### src/rtl/ibex_fetch_req_ctrl.sv
// Instruction fetch request controller.
// Issues word-aligned fetch requests on an OBI-style instruction bus. It keeps at most
// NUM_REQS requests granted but unanswered, and holds a request stable until it is granted.
// A branch redirects fetching. Responses to requests issued before the branch are dropped,
// and the responses that remain are passed through to the fetch FIFO.
// Optional feature: define IBEX_FETCH_DISCARD_CNT_EN to add discard_cnt_o, a saturating
// count of dropped responses.
module ibex_fetch_req_ctrl #(
    parameter int unsigned NUM_REQS = 2
) (
    input  logic        clk_i,
    input  logic        rst_i,
    input  logic        req_i,
    input  logic        branch_i,
    input  logic [31:0] branch_addr_i,
    input  logic        fifo_ready_i,
    output logic        fifo_valid_o,
    output logic [31:0] fifo_addr_o,
    output logic [31:0] fifo_rdata_o,
    output logic        fifo_err_o,
    output logic        instr_req_o,
    input  logic        instr_gnt_i,
    output logic [31:0] instr_addr_o,
    input  logic        instr_rvalid_i,
    input  logic [31:0] instr_rdata_i,
    input  logic        instr_err_i,
    output logic        busy_o
`ifdef IBEX_FETCH_DISCARD_CNT_EN
    ,
    output logic [7:0]  discard_cnt_o
`endif
);

    localparam logic [3:0] MaxOut = 4'(NUM_REQS);

    typedef enum logic [1:0] {StIdle, StWaitGnt, StWaitGntStale} state_e;

    state_e      state_q, state_d;
    logic [29:0] fetch_addr_q, fetch_addr_d;
    logic [29:0] pend_addr_q, pend_addr_d;  // branch target parked while a stale request waits
    logic [29:0] rsp_addr_q, rsp_addr_d;
    logic [3:0]  outstanding_q, outstanding_d;
    logic [3:0]  discard_q, discard_d;

    logic gnt;
    logic rvalid_eff;
    logic stale_ungnt;

    // A response is accepted only while a request is outstanding; anything else is spurious.
    assign gnt        = instr_req_o & instr_gnt_i;
    assign rvalid_eff = instr_rvalid_i & (outstanding_q != 4'd0);
    // The held request will still be granted later, so its response must also be dropped.
    assign stale_ungnt = (state_q != StIdle) & ~instr_gnt_i;

    assign instr_addr_o = {fetch_addr_q, 2'b00};
    assign busy_o       = (state_q != StIdle) | (outstanding_q != 4'd0);

    assign fifo_valid_o = rvalid_eff & (discard_q == 4'd0) & ~branch_i;
    assign fifo_rdata_o = instr_rdata_i;
    assign fifo_err_o   = instr_err_i;
    assign fifo_addr_o  = branch_i ? branch_addr_i : {rsp_addr_q, 2'b00};

    // Request FSM: request generation, fetch address and branch target handling.
    always_comb begin
        state_d      = state_q;
        fetch_addr_d = fetch_addr_q;
        pend_addr_d  = pend_addr_q;
        instr_req_o  = 1'b0;
        unique case (state_q)
            StIdle: begin
                instr_req_o = req_i & fifo_ready_i & ~branch_i & (outstanding_q < MaxOut);
                if (branch_i) begin
                    fetch_addr_d = branch_addr_i[31:2];
                end else if (instr_req_o) begin
                    if (instr_gnt_i) begin
                        fetch_addr_d = fetch_addr_q + 30'd1;
                    end else begin
                        state_d = StWaitGnt;
                    end
                end
            end
            StWaitGnt: begin
                instr_req_o = 1'b1;
                if (instr_gnt_i) begin
                    state_d      = StIdle;
                    fetch_addr_d = branch_i ? branch_addr_i[31:2] : fetch_addr_q + 30'd1;
                end else if (branch_i) begin
                    state_d     = StWaitGntStale;
                    pend_addr_d = branch_addr_i[31:2];
                end
            end
            StWaitGntStale: begin
                instr_req_o = 1'b1;
                if (instr_gnt_i) begin
                    state_d      = StIdle;
                    fetch_addr_d = branch_i ? branch_addr_i[31:2] : pend_addr_q;
                end else if (branch_i) begin
                    pend_addr_d = branch_addr_i[31:2];
                end
            end
            default: state_d = StIdle;
        endcase
        if (rst_i) begin
            instr_req_o = 1'b0;
        end
    end

    // Outstanding, discard and response-address bookkeeping.
    always_comb begin
        outstanding_d = outstanding_q + {3'b000, gnt} - {3'b000, rvalid_eff};
        discard_d     = discard_q;
        rsp_addr_d    = rsp_addr_q;
        if (branch_i) begin
            discard_d  = outstanding_q + {3'b000, gnt} - {3'b000, rvalid_eff}
                       + {3'b000, stale_ungnt};
            rsp_addr_d = branch_addr_i[31:2];
        end else begin
            if (rvalid_eff && (discard_q != 4'd0)) begin
                discard_d = discard_q - 4'd1;
            end
            if (fifo_valid_o) begin
                rsp_addr_d = rsp_addr_q + 30'd1;
            end
        end
    end

    // State registers.
    always_ff @(posedge clk_i or posedge rst_i) begin
        if (rst_i) begin
            state_q       <= StIdle;
            fetch_addr_q  <= 30'd0;
            pend_addr_q   <= 30'd0;
            rsp_addr_q    <= 30'd0;
            outstanding_q <= 4'd0;
            discard_q     <= 4'd0;
        end else begin
            state_q       <= state_d;
            fetch_addr_q  <= fetch_addr_d;
            pend_addr_q   <= pend_addr_d;
            rsp_addr_q    <= rsp_addr_d;
            outstanding_q <= outstanding_d;
            discard_q     <= discard_d;
        end
    end

`ifdef IBEX_FETCH_DISCARD_CNT_EN
    logic [7:0] discard_cnt_q;

    // Saturating count of accepted responses that were not forwarded.
    always_ff @(posedge clk_i or posedge rst_i) begin
        if (rst_i) begin
            discard_cnt_q <= 8'd0;
        end else if (rvalid_eff && !fifo_valid_o && (discard_cnt_q != 8'hFF)) begin
            discard_cnt_q <= discard_cnt_q + 8'd1;
        end
    end

    assign discard_cnt_o = discard_cnt_q;
`endif

endmodule

### config.mk
export PLATFORM = sky130hd
export DESIGN_NAME = ibex_fetch_req_ctrl
export DESIGN_NICKNAME = d
export VERILOG_FILES = /design/src/rtl/ibex_fetch_req_ctrl.sv
export SDC_FILE = /design/constraint.sdc
export NUM_CORES = 1
export LEC_CHECK = 0
export BUFFER_PORTS_ARGS = -buffer_cell sky130_fd_sc_hd__buf_2
export CORE_ASPECT_RATIO = 1.5
export CORE_MARGIN = 1.5
export CORE_UTILIZATION = 32
export DETAILED_ROUTE_END_ITERATION = 12
export PLACE_DENSITY = 0.51
export SKIP_CTS_REPAIR_TIMING = 1
export SYNTH_ARGS = -nofsm -noshare
export SYNTH_HDL_FRONTEND = slang
export SYNTH_SLANG_ARGS = --single-unit
export TNS_END_PERCENT = 100
### constraint.sdc
create_clock -name clk_i -period 3.55 [get_ports clk_i]
set_input_delay 1.065 -clock clk_i [delete_from_list [all_inputs] [get_ports clk_i]]
set_output_delay 1.065 -clock clk_i [all_outputs]
set_load 0.1 [all_outputs]
==> results.md <==
Synth:
- The synthesized area is 6311 um2.
- The dominant register cell in the synthesized netlist is sky130_fd_sc_hd__dfrtp_1.
- In this run, synthesis produced a sequential element count of 100.
- The count of different cell masters after synthesis is 63.
- Counting every instance in the synthesized netlist gives 702.
- The proportion of synthesized flip-flops having asynchronous set or reset is 1.000.
- Yosys mapped a number of flops with a built-in enable equal to 0.
- Each instance of the synthesized netlist takes up on average between 8 and 9 um2.
- During synthesis, Yosys emitted a total of 0 warnings.
- The sequential cell area fraction in the yosys report is 0.3965.

Route:
- For this run, design rule violations remaining after detail routing come to 0.
- The total iterations of the first detailed-routing run is 5.
- The wire length reported by the detailed router is between 15000 and 20000 um.
- Dividing the detail-routed wire length by the instance count gives 17.66 um.
- Using the TritonRoute via totals, the vias-per-cell ratio works out to ~5.2.
- For this block, the via count after detailed routing is 5341.
- The DRC marker count from the first detailed-route iteration is 228.
- The detail route stage leaves a number of antenna-violating nets equal to 0.

Power and ir drop:
- The worst-case vdd ir drop is ~0.00030 V.
- Summed over all cells, the static leakage comes to 3.222 nW.
- The power per standard cell area is approximately 850 nW/um2.

Worst setup path:
- The critical path endpoint is fifo_addr_o[22].
- The startpoint of the worst-slack reg-to-reg timing path is outstanding_q[2].
- STA classifies the critical path endpoint as an output pin.
- The worst setup path is launched from a primary input.
- Data on the critical path arrives at its endpoint at 2210 ps.
- The worst setup path is of the primary input to output pin kind.
- The startpoint of the most critical setup path is branch_i.
- The worst register-to-register path has a depth of 15.
- For the worst setup path, the data required time is 2480 ps.
- The worst register-to-register path has a setup slack of roughly 650 ps.
- In this run the worst path has a maximum fanout of 50.
- The worst register-to-register path ends at discard_q[2].

GRT:
- The via count of the first global-routing pass came to between 5000 and 6000.
- The largest net degree at the start of global routing is 101.
- The wire length of the first global-routing pass is around 29000 um.
- The leftover overflow at the end of global routing is 0.
- The number of antenna violations at the first check in global routing is 0.
- For this run, the total global-route usage over all layers was measured as 0.1795.

Die:
- The starting utilization of the core area is 0.3280.
- The core region is approximately 19000 um2.
- The number of top-level pins is 172.
- The die covers 20590 um2.
- The width of the die is 117.7 um.
- The number of placement rows is 62.
- In this run the vertical extent of the chip is around 170 um.

Finish:
- In the final layout, the share of cells above drive strength 1 is 0.2880.
- From synthesis to final layout, the design area changed by 23.06%.
- The finished cells cover roughly 7800 um2.
- The final net count is approximately 850.
- The number of inserted diodes is 0.
- The number of fill cells is around 2000.

Timing:
- The final setup violation count is 0.
- Setup repair after global routing left no endpoint under its margin.
- The total count of max-transition violations in the final report is 0.
- The relative slew slack is 0.4749.
- Static timing analysis puts the maximum clock frequency at ~300 MHz.
- Setup slack on the critical path of the routed design comes to around 270 ps.
- In the finished design, the share of the clock period the worst path needs comes to 0.9237.
- The worst clock skew is approximately 9 ps.
- The time the final worst path needs with I/O delays and setup is 3279 ps.
- The number of hold-slack violations in the final timing report is 0.
- The transition at the pin with the smallest max-transition slack is roughly 780 ps.

Placed design:
- Summing all placed instances gives a cell area of roughly 7400 um2.
- The global placement routability congestion is 0.8126.
- Detailed placement ended at an HPWL of roughly 13000 um.
- The count of buffers inserted at the top-level ports is 103.
- OpenSTA, run right after detailed placement, puts the worst setup slack at 99.11 ps.

Run:
- The number of max-cap violations is 0.

Run status:
- The run finished with clean final reports.

Clock network:
- The CTS tree is built.
- The total number of clock tree sinks is 100.
- The H-tree was split into 3 levels.
- The clock tree root driver cell is sky130_fd_sc_hd__clkbuf_16.
- Buffers inserted during clock tree synthesis total 9.
- The clock passes through at most 2 buffers.
- At the later pin of the worst-skew pair, clock insertion delay measures 350 ps.
- The clock-pin slew reported for the worst setup and hold paths after clock tree synthesis is ~60 ps.

Min path:
- The cell count of the worst hold path is 1.
- The type of the worst min-delay path is flop to flop.
## registers in the layout, summed over array words and instances, names as in the netlist
| signal | cells |
|---|---|
| fetch_addr_q | 30 |
| outstanding_q | 4 |
| rsp_addr_q | 30 |
| discard_q | 4 |
| pend_addr_q | 30 |
| state_q | 2 |
## worst min path at each step
stage / from / to / slack (ps)
2_1_floorplan: pend_addr_q[13] / pend_addr_q[13] / 470
3_5_place_dp: pend_addr_q[19] / pend_addr_q[19] / 490
6_report: pend_addr_q[13] / pend_addr_q[13] / 510
3_3_place_gp: pend_addr_q[22] / pend_addr_q[22] / 480
5_1_grt: pend_addr_q[13] / pend_addr_q[13] / 520
4_1_cts: pend_addr_q[19] / pend_addr_q[19] / 510
## layout make-up
class                      instances  area (um2)  area share
multi-input combinational        488        3379      0.4352
sequential                       100        2502      0.3222
timing repair buffer             117        1081      0.1392
tap                              256       320.3     0.04124
clock buffer                      10       229.0     0.02948
inverter                          43       165.2     0.02127
clock inverter                     6       88.84     0.01144
## placed cells by master, fill, tap and decap left out, types with 4 or more instances in the layout
cell type	n
sky130_fd_sc_hd__inv_1	42
sky130_fd_sc_hd__o21ai_0	66
sky130_fd_sc_hd__a31oi_1	15
sky130_fd_sc_hd__o2bb2ai_1	4
sky130_fd_sc_hd__nand3_1	27
sky130_fd_sc_hd__nor2b_1	4
sky130_fd_sc_hd__nor4_1	12
sky130_fd_sc_hd__o21ai_2	25
sky130_fd_sc_hd__and4_1	4
sky130_fd_sc_hd__dfrtp_1	100
sky130_fd_sc_hd__o31ai_1	5
sky130_fd_sc_hd__a22o_1	6
sky130_fd_sc_hd__mux2_2	38
sky130_fd_sc_hd__a21oi_1	14
sky130_fd_sc_hd__o31a_1	5
sky130_fd_sc_hd__nor2_1	29
sky130_fd_sc_hd__buf_12	31
sky130_fd_sc_hd__ha_1	14
sky130_fd_sc_hd__buf_2	74
sky130_fd_sc_hd__o21ai_1	4
sky130_fd_sc_hd__clkbuf_16	9
sky130_fd_sc_hd__buf_4	12
sky130_fd_sc_hd__nand2_1	74
sky130_fd_sc_hd__xnor2_1	27
sky130_fd_sc_hd__o311a_1	6
sky130_fd_sc_hd__nand4_1	23
sky130_fd_sc_hd__nor3_1	14
## layer usage
layer  share of wire  vias up  GRT usage
li1                -     2602          -
met1            0.44     2567     0.2290
met2            0.50      148     0.3107
met3           0.049       24    0.03003
met5               0        -          0
met4           0.015        0    0.05488
## power by group
part / leakage [nW] / internal (W) / total, W / switching, W
clock: 0.149 / 0.000618 / 0.00106 / 0.000442
combinational: 1.87 / 0.000987 / 0.00351 / 0.00252
sequential: 1.20 / 0.00158 / 0.00203 / 0.000449
total: 3.22 / 0.00318 / 0.00660 / 0.00342
## critical path, stage by stage
cell and delay [ps]:
sky130_fd_sc_hd__buf_4 120, sky130_fd_sc_hd__buf_12 260, sky130_fd_sc_hd__buf_12 240, sky130_fd_sc_hd__nand2_1 180, sky130_fd_sc_hd__o21ai_2 130, sky130_fd_sc_hd__buf_12 200
## through the flow
step                      total power (W)    util  hold slack (ps)  setup TNS, ps  std cells
after floorplan                  0.004929       -            474.3          -3193        703
after global placement           0.005501  0.3872            484.4              0       1004
after detailed placement         0.005569  0.3872            491.8              0       1004
after CTS                        0.006648  0.4037            508.4              0       1020
after global routing             0.006998  0.4037            522.4              0       1020
final                            0.006597  0.4037            506.9              0       1020
## synth_stat cells, types with 3 or more instances
| master | number | area (um2) |
|---|---|---|
| sky130_fd_sc_hd__nor4_1 | 12 | 75.07 |
| sky130_fd_sc_hd__and2_1 | 3 | 18.77 |
| sky130_fd_sc_hd__ha_1 | 16 | 200.2 |
| sky130_fd_sc_hd__o21ai_0 | 93 | 465.5 |
| sky130_fd_sc_hd__nand2_1 | 74 | 277.8 |
| sky130_fd_sc_hd__nand3_1 | 27 | 135.1 |
| sky130_fd_sc_hd__a21boi_0 | 3 | 22.52 |
| sky130_fd_sc_hd__o31a_1 | 5 | 43.79 |
| sky130_fd_sc_hd__mux2_2 | 38 | 427.9 |
| sky130_fd_sc_hd__a22o_1 | 6 | 52.55 |
| sky130_fd_sc_hd__xor2_1 | 4 | 35.03 |
| sky130_fd_sc_hd__and3_1 | 3 | 18.77 |
| sky130_fd_sc_hd__nor3_1 | 16 | 80.08 |
| sky130_fd_sc_hd__o21a_1 | 3 | 22.52 |
| sky130_fd_sc_hd__buf_4 | 35 | 262.8 |
| sky130_fd_sc_hd__a31oi_1 | 15 | 93.84 |
| sky130_fd_sc_hd__nor2b_1 | 5 | 31.28 |
| sky130_fd_sc_hd__xnor2_1 | 27 | 236.5 |
| sky130_fd_sc_hd__a21oi_1 | 16 | 80.08 |
| sky130_fd_sc_hd__buf_1 | 5 | 18.77 |
| sky130_fd_sc_hd__dfrtp_1 | 100 | 2502 |
| sky130_fd_sc_hd__inv_1 | 43 | 161.4 |
| sky130_fd_sc_hd__nand4_1 | 23 | 143.9 |
| sky130_fd_sc_hd__o311a_1 | 6 | 60.06 |
| sky130_fd_sc_hd__a211oi_1 | 3 | 22.52 |
| sky130_fd_sc_hd__nor2_1 | 30 | 112.6 |
| sky130_fd_sc_hd__and4_1 | 4 | 35.03 |
| sky130_fd_sc_hd__clkbuf_1 | 30 | 112.6 |
| sky130_fd_sc_hd__a221oi_1 | 3 | 26.28 |
| sky130_fd_sc_hd__or4_1 | 3 | 22.52 |
| sky130_fd_sc_hd__o2bb2ai_1 | 4 | 35.03 |
| sky130_fd_sc_hd__o31ai_1 | 5 | 37.54 |
## kinds of logic after synthesis
family	Yosys count	synth area share
XOR/XNOR	31	0.04302
multiplexers	40	0.07098
buffers and inverters	115	0.09159
adder cells (fa/ha/maj)	17	0.03489
AO/OA/AOI/OAI	178	0.1723
flip-flops	100	0.3965
AND/OR/NAND/NOR	220	0.1901
other	1	0.0005942
(Power assumes the default switching activity.)
